$ cat config.mk
export PLATFORM = sky130hd
export DESIGN_NAME = store_buffer
export DESIGN_NICKNAME = d
export VERILOG_FILES = /design/src/rtl/store_buffer.sv
export SDC_FILE = /design/constraint.sdc
export NUM_CORES = 1
export LEC_CHECK = 0
export ABC_AREA = 0
export CORE_ASPECT_RATIO = 1.75
export CORE_MARGIN = 1.5
export CORE_UTILIZATION = 30
export DETAILED_ROUTE_END_ITERATION = 7
export PLACE_DENSITY_LB_ADDON = 0.15
export SLEW_MARGIN = 25
export SYNTH_ARGS = -nofsm -noshare
export SYNTH_HDL_FRONTEND = slang
export SYNTH_SLANG_ARGS = --single-unit
$ cat constraint.sdc
create_clock -name clk -period 3.2 [get_ports clk]
set_input_delay 0.32 -clock clk [delete_from_list [all_inputs] [get_ports clk]]
set_output_delay 0.32 -clock clk [all_outputs]
set_load 0.02 [all_outputs]
$ cat src/rtl/store_buffer.sv
// Write-buffering store buffer: queues core writes, drains them to memory, and serves reads.
// Optional read forwarding from buffered entries is enabled by defining STORE_BUFFER_FORWARD_EN.
module store_buffer #(
   parameter int DEPTH = 4
) (
   input  logic        clk,
   input  logic        rst_n,
   input  logic        rd_en_i,
   input  logic        wr_en_i,
   input  logic [31:0] addr_i,
   input  logic [31:0] data_i,
   output logic [31:0] data_o,
   output logic        ack_o,
   output logic        mem_rd_en_o,
   output logic        mem_wr_en_o,
   output logic [31:0] mem_addr_o,
   output logic [31:0] mem_data_o,
   input  logic [31:0] mem_data_i,
   input  logic        mem_ack_i
);

   localparam int PTR_W = (DEPTH > 1) ? $clog2(DEPTH) : 1;
   localparam int CNT_W = PTR_W + 1;

   typedef enum logic [1:0] {
      IDLE  = 2'd0,
      DRAIN = 2'd1,
      READ  = 2'd2
   } state_t;

   logic [31:0]      addr_q_r [DEPTH];
   logic [31:0]      data_q_r [DEPTH];
   logic [PTR_W-1:0] wr_ptr_r;
   logic [PTR_W-1:0] rd_ptr_r;
   logic [CNT_W-1:0] count_r;
   state_t           state_r;
   state_t           state_nx_s;

   logic             full_s;
   logic             empty_s;
   logic             push_s;
   logic             pop_s;
   logic             rd_pend_s;
   logic             rd_issue_ok_s;
   logic             fwd_s;
   logic [31:0]      fwd_data_s;

   logic             ack_nx_s;
   logic [31:0]      data_nx_s;
   logic             mem_rd_en_nx_s;
   logic             mem_wr_en_nx_s;
   logic [31:0]      mem_addr_nx_s;
   logic [31:0]      mem_data_nx_s;

   assign full_s    = (count_r == CNT_W'(DEPTH));
   assign empty_s   = (count_r == CNT_W'(0));
   assign pop_s     = (state_r == DRAIN) && mem_ack_i;
   // A slot popped this cycle may be refilled in the same cycle, so a full buffer never stalls a drain ack.
   assign push_s    = wr_en_i && !ack_o && (state_r != READ) && (!full_s || pop_s);
   assign rd_pend_s = rd_en_i && !wr_en_i && !ack_o;

`ifdef STORE_BUFFER_FORWARD_EN
   logic             hit_s;
   logic [PTR_W-1:0] idx_s;

   // Scan oldest to youngest so the last match wins (youngest data).
   always_comb begin
      hit_s      = 1'b0;
      fwd_data_s = 32'h0000_0000;
      idx_s      = rd_ptr_r;
      for (int i = 0; i < DEPTH; i++) begin
         idx_s = rd_ptr_r + PTR_W'(i);
         if ((CNT_W'(i) < count_r) && (addr_q_r[idx_s] == addr_i)) begin
            hit_s      = 1'b1;
            fwd_data_s = data_q_r[idx_s];
         end else begin
            hit_s      = hit_s;
            fwd_data_s = fwd_data_s;
         end
      end
   end

   assign fwd_s         = rd_pend_s && hit_s && (state_r != READ);
   assign rd_issue_ok_s = !hit_s;
`else
   assign fwd_s         = 1'b0;
   assign fwd_data_s    = 32'h0000_0000;
   assign rd_issue_ok_s = empty_s;
`endif

   // Buffer storage: write the tail entry on push.
   always_ff @(posedge clk or negedge rst_n) begin
      if (!rst_n) begin
         for (int i = 0; i < DEPTH; i++) begin
            addr_q_r[i] <= 32'h0000_0000;
            data_q_r[i] <= 32'h0000_0000;
         end
      end else if (push_s) begin
         addr_q_r[wr_ptr_r] <= addr_i;
         data_q_r[wr_ptr_r] <= data_i;
      end
   end

   // Pointers and occupancy count; pointers wrap naturally since DEPTH is a power of two.
   always_ff @(posedge clk or negedge rst_n) begin
      if (!rst_n) begin
         wr_ptr_r <= PTR_W'(0);
         rd_ptr_r <= PTR_W'(0);
         count_r  <= CNT_W'(0);
      end else begin
         if (push_s) begin
            wr_ptr_r <= wr_ptr_r + PTR_W'(1);
         end
         if (pop_s) begin
            rd_ptr_r <= rd_ptr_r + PTR_W'(1);
         end
         case ({push_s, pop_s})
            2'b10:   count_r <= count_r + CNT_W'(1);
            2'b01:   count_r <= count_r - CNT_W'(1);
            default: count_r <= count_r;
         endcase
      end
   end

   // FSM state register.
   always_ff @(posedge clk or negedge rst_n) begin
      if (!rst_n) begin
         state_r <= IDLE;
      end else begin
         state_r <= state_nx_s;
      end
   end

   // FSM next state: pending reads take priority over starting another drain.
   always_comb begin
      state_nx_s = state_r;
      case (state_r)
         IDLE: begin
            if (rd_pend_s && rd_issue_ok_s) begin
               state_nx_s = READ;
            end else if (!empty_s) begin
               state_nx_s = DRAIN;
            end else begin
               state_nx_s = IDLE;
            end
         end
         DRAIN: begin
            if (mem_ack_i) begin
               state_nx_s = IDLE;
            end else begin
               state_nx_s = DRAIN;
            end
         end
         READ: begin
            if (mem_ack_i) begin
               state_nx_s = IDLE;
            end else begin
               state_nx_s = READ;
            end
         end
         default: state_nx_s = IDLE;
      endcase
   end

   // FSM outputs, computed from the next state so the registered memory port matches the state.
   always_comb begin
      mem_rd_en_nx_s = 1'b0;
      mem_wr_en_nx_s = 1'b0;
      mem_addr_nx_s  = 32'h0000_0000;
      mem_data_nx_s  = 32'h0000_0000;
      case (state_nx_s)
         DRAIN: begin
            mem_wr_en_nx_s = 1'b1;
            mem_addr_nx_s  = addr_q_r[rd_ptr_r];
            mem_data_nx_s  = data_q_r[rd_ptr_r];
         end
         READ: begin
            mem_rd_en_nx_s = 1'b1;
            mem_addr_nx_s  = addr_i;
         end
         IDLE: begin
            mem_rd_en_nx_s = 1'b0;
            mem_wr_en_nx_s = 1'b0;
         end
         default: begin
            mem_rd_en_nx_s = 1'b0;
            mem_wr_en_nx_s = 1'b0;
         end
      endcase

      ack_nx_s = push_s || fwd_s || ((state_r == READ) && mem_ack_i);
      if ((state_r == READ) && mem_ack_i) begin
         data_nx_s = mem_data_i;
      end else if (fwd_s) begin
         data_nx_s = fwd_data_s;
      end else begin
         data_nx_s = data_o;
      end
   end

   // Registered core and memory-side outputs.
   always_ff @(posedge clk or negedge rst_n) begin
      if (!rst_n) begin
         ack_o       <= 1'b0;
         data_o      <= 32'h0000_0000;
         mem_rd_en_o <= 1'b0;
         mem_wr_en_o <= 1'b0;
         mem_addr_o  <= 32'h0000_0000;
         mem_data_o  <= 32'h0000_0000;
      end else begin
         ack_o       <= ack_nx_s;
         data_o      <= data_nx_s;
         mem_rd_en_o <= mem_rd_en_nx_s;
         mem_wr_en_o <= mem_wr_en_nx_s;
         mem_addr_o  <= mem_addr_nx_s;
         mem_data_o  <= mem_data_nx_s;
      end
   end

endmodule

==> flow_metrics.env <==
export IMPL_status="finished clean"
export IMPL_drt_wl_total_mm=36.1
export IMPL_grt_max_degree=85
export IMPL_antenna_found_initial=2
export IMPL_cp_start_kind="flip-flop"
export IMPL_finClkSkew_ps=10.7
export IMPL_cts_tree="done"
export IMPL_critPathBufInv=2
export IMPL_drive_gt1_share_pct=39.9
export IMPL_drcViolationCount=0
export IMPL_die_x_um=172
export IMPL_viasPerCell=4.68
export IMPL_worstPathCellList="nor2_1 -> nand4b_1 -> mux2_2 -> or2_2 -> inv_1 -> ha_1 -> nor2b_4 -> buf_12 -> a22o_1"
export IMPL_io_buffers=199
export IMPL_via_count=8354
export IMPL_drt_iter0_drc=306
export IMPL_clockBufferDepth=3
export IMPL_dpl_hpwl_mm=22.3
export IMPL_whs_ps=342
export IMPL_hold_viol_final=0
export IMPL_dp_cells=1716
export IMPL_synth_seq_area_share_pct=60.6
export IMPL_syn_inst=882
export IMPL_synth_most_common_cell="dfrtp_1"
export IMPL_rsz0062_at_grt="false"
export IMPL_grt_pass1_vias=9340
export IMPL_setup_viol=0
export IMPL_synth_warnings=0
export IMPL_path_delay_family="simple AND/OR/NAND/NOR gates"
export IMPL_criticalPathCategory="reg2reg"
export IMPL_crit_fanout=31
export IMPL_die_area_sq_um=51500
export IMPL_cellLeakagePower_nw=8.24
export IMPL_grt_remaining_overflow=0
export IMPL_nets=1208
export IMPL_cts_buffers=39
export IMPL_clk_latency_ps=530
export IMPL_synth_cell_types=27
export IMPL_synth_area_sq_um=15000
export IMPL_area_growth_pct=27.6
export IMPL_clock_sinks=364
export IMPL_htree_levels=2
export IMPL_worst_setup_path_end_kind="flip-flop"
export IMPL_syn_num_nets=992
export IMPL_route_layer_met1_wl_mm=14.7
export IMPL_fmax_mhz=394
export IMPL_finalCriticalPeriod_ps=2540
export IMPL_start_util_pct=30.3
export IMPL_met2_length_mm=19.1
export IMPL_ys_ff_latch=364
export IMPL_diodes=0
export IMPL_avgSynthCellArea_sq_um=17.0
export IMPL_yosysTopAreaCell="dfrtp_1"
export IMPL_detail_route_antenna_nets=0
export IMPL_cts_root_buf="clkbuf_16"
export IMPL_grt_usage_pct=14.5
export IMPL_cts_clk_slew_worst_paths_ps=60
export IMPL_synth_common_cells="dfrtp_1 (364), mux2_2 (289), mux4_2 (64)"
export IMPL_fin_tns_setup_ps=0
export IMPL_maxSlewViolCount=0
export IMPL_hold_path_class="in2async"
export IMPL_routed_top_layer="met5"
export IMPL_synth_area_leaders="dfrtp_1 (61%), mux2_2 (22%), mux4_2 (9.6%), a22o_1 (1.8%), buf_6 (1.8%)"
export IMPL_max_cap_violations=0
export IMPL_drt_wirelength_per_cell_um=20.2
export IMPL_rows=108
export IMPL_worstMarginPinSlew_ps=601
export IMPL_min_period_over_period_pct=79.4
export IMPL_gp_congestion=0.704
export IMPL_max_slew_margin_pct=59.9
export IMPL_synth_edf_count=0
export IMPL_die_height_um=299
export IMPL_core_area_sq_um=49600
export IMPL_power_density_nw_per_um2=1020
export IMPL_stdcell_count=1785
export IMPL_ir_drop_mv=0.493
export IMPL_synthFlopType="dfrtp_1"
export IMPL_dr_wl_met3_mm=1.36
export IMPL_crit_required_ps=3660
export IMPL_ys_async_sr_fraction_pct=100
export IMPL_worstPathArrival_ps=3000
export IMPL_synth_top_area_share_pct=60.6
export IMPL_max_stage_delay_ps=420
export IMPL_num_io_pins=200
export IMPL_postCtsSetupBuffers=0
export IMPL_dr_pass1_iters=4
export IMPL_grt_pass1_wl_mm=56.6
export IMPL_critical_path_slowest_cell="dfrtp_1"
## timing repair
item	in CTS	in global routing
hold endpoints to repair	63	0
resized for setup	0	0
setup endpoints to repair	0	0
hold buffers	1	0
## power by group
group | internal [mW] | switching (mW) | leakage, nW
sequential | 6.75 | 1.05 | 4.48
combinational | 4.23 | 2.81 | 3.12
clock | 2.81 | 1.86 | 0.643
total | 13.8 | 5.73 | 8.24
## per-layer routing
metal  global-route usage, %  vias up
met4                    4.58        4
met1                    17.5     4479
met3                    2.57       56
li1                        -     3661
met2                    26.0      154
met5                       0        -
## sequential cells by signal, indices dropped and copies added, names as in the netlist
signal,count
mem_rd_en_o,1
state_r,2
mem_addr_o,32
mem_data_o,32
ack_o,1
mem_wr_en_o,1
addr_q_r,128
data_o,32
rd_ptr_r,2
data_q_r,128
count_r,3
wr_ptr_r,2
## kinds of logic (layout without fill, tap and decap cells)
group	Yosys count	after routing	synth area share, %
AO/OA/AOI/OAI	36	36	2.14
XOR/XNOR	6	6	0.350
adder cells (fa/ha/maj)	9	9	0.799
buffers and inverters	60	303	2.75
flip-flops	364	364	60.6
multiplexers	353	353	31.2
AND/OR/NAND/NOR	54	54	2.11
## final cells by class
cell class	count	area, sq um
clock buffer	56	1140
sequential	364	9120
fill	4722	30400
clock inverter	12	170
multi-input combinational	458	5540
timing repair buffer	226	2350
inverter	9	33.8
tap	660	826
## metrics by stage
stage | util, % | worst slack [ps] | cell area (sq um) | total power, mW
2_1_floorplan | - | 879 | 15000 | 12.6
6_report | 38.7 | 661 | 19200 | 19.5
4_1_cts | 38.7 | 588 | 19200 | 19.9
3_5_place_dp | 36.0 | 380 | 17900 | 15.1
3_3_place_gp | 36.0 | 432 | 17900 | 15.0
5_1_grt | 38.7 | 509 | 19200 | 20.7
## layout by cell type, fill, tap and decap left out, types with 6 or more instances in the layout
cell type	instances
buf_12	12
buf_4	14
nand2_1	7
mux2_2	289
inv_1	9
clkbuf_1	9
mux4_2	64
and2_1	32
clkbuf_16	41
a22o_1	31
dfrtp_1	362
ha_1	8
clkbuf_8	6
clkdlybuf4s50_1	198
## final timing paths
| kind | startpoint | depth (start not counted) | endpoint | slack [ps] |
|---|---|---|---|---|
| min | rst_n | 2 | data_q_r[57] | 340 |
| min reg2reg | addr_q_r[39] | 1 | addr_q_r[39] | 500 |
| max in group asynchronous | rst_n | 4 | addr_q_r[95] | 1820 |
| max | count_r[1] | 9 | mem_addr_o[8] | 660 |
| min in group clk | mem_data_i[14] | 2 | data_o[14] | 400 |
| max reg2reg | count_r[1] | 9 | mem_addr_o[8] | 660 |
(Power assumes the default switching activity.)
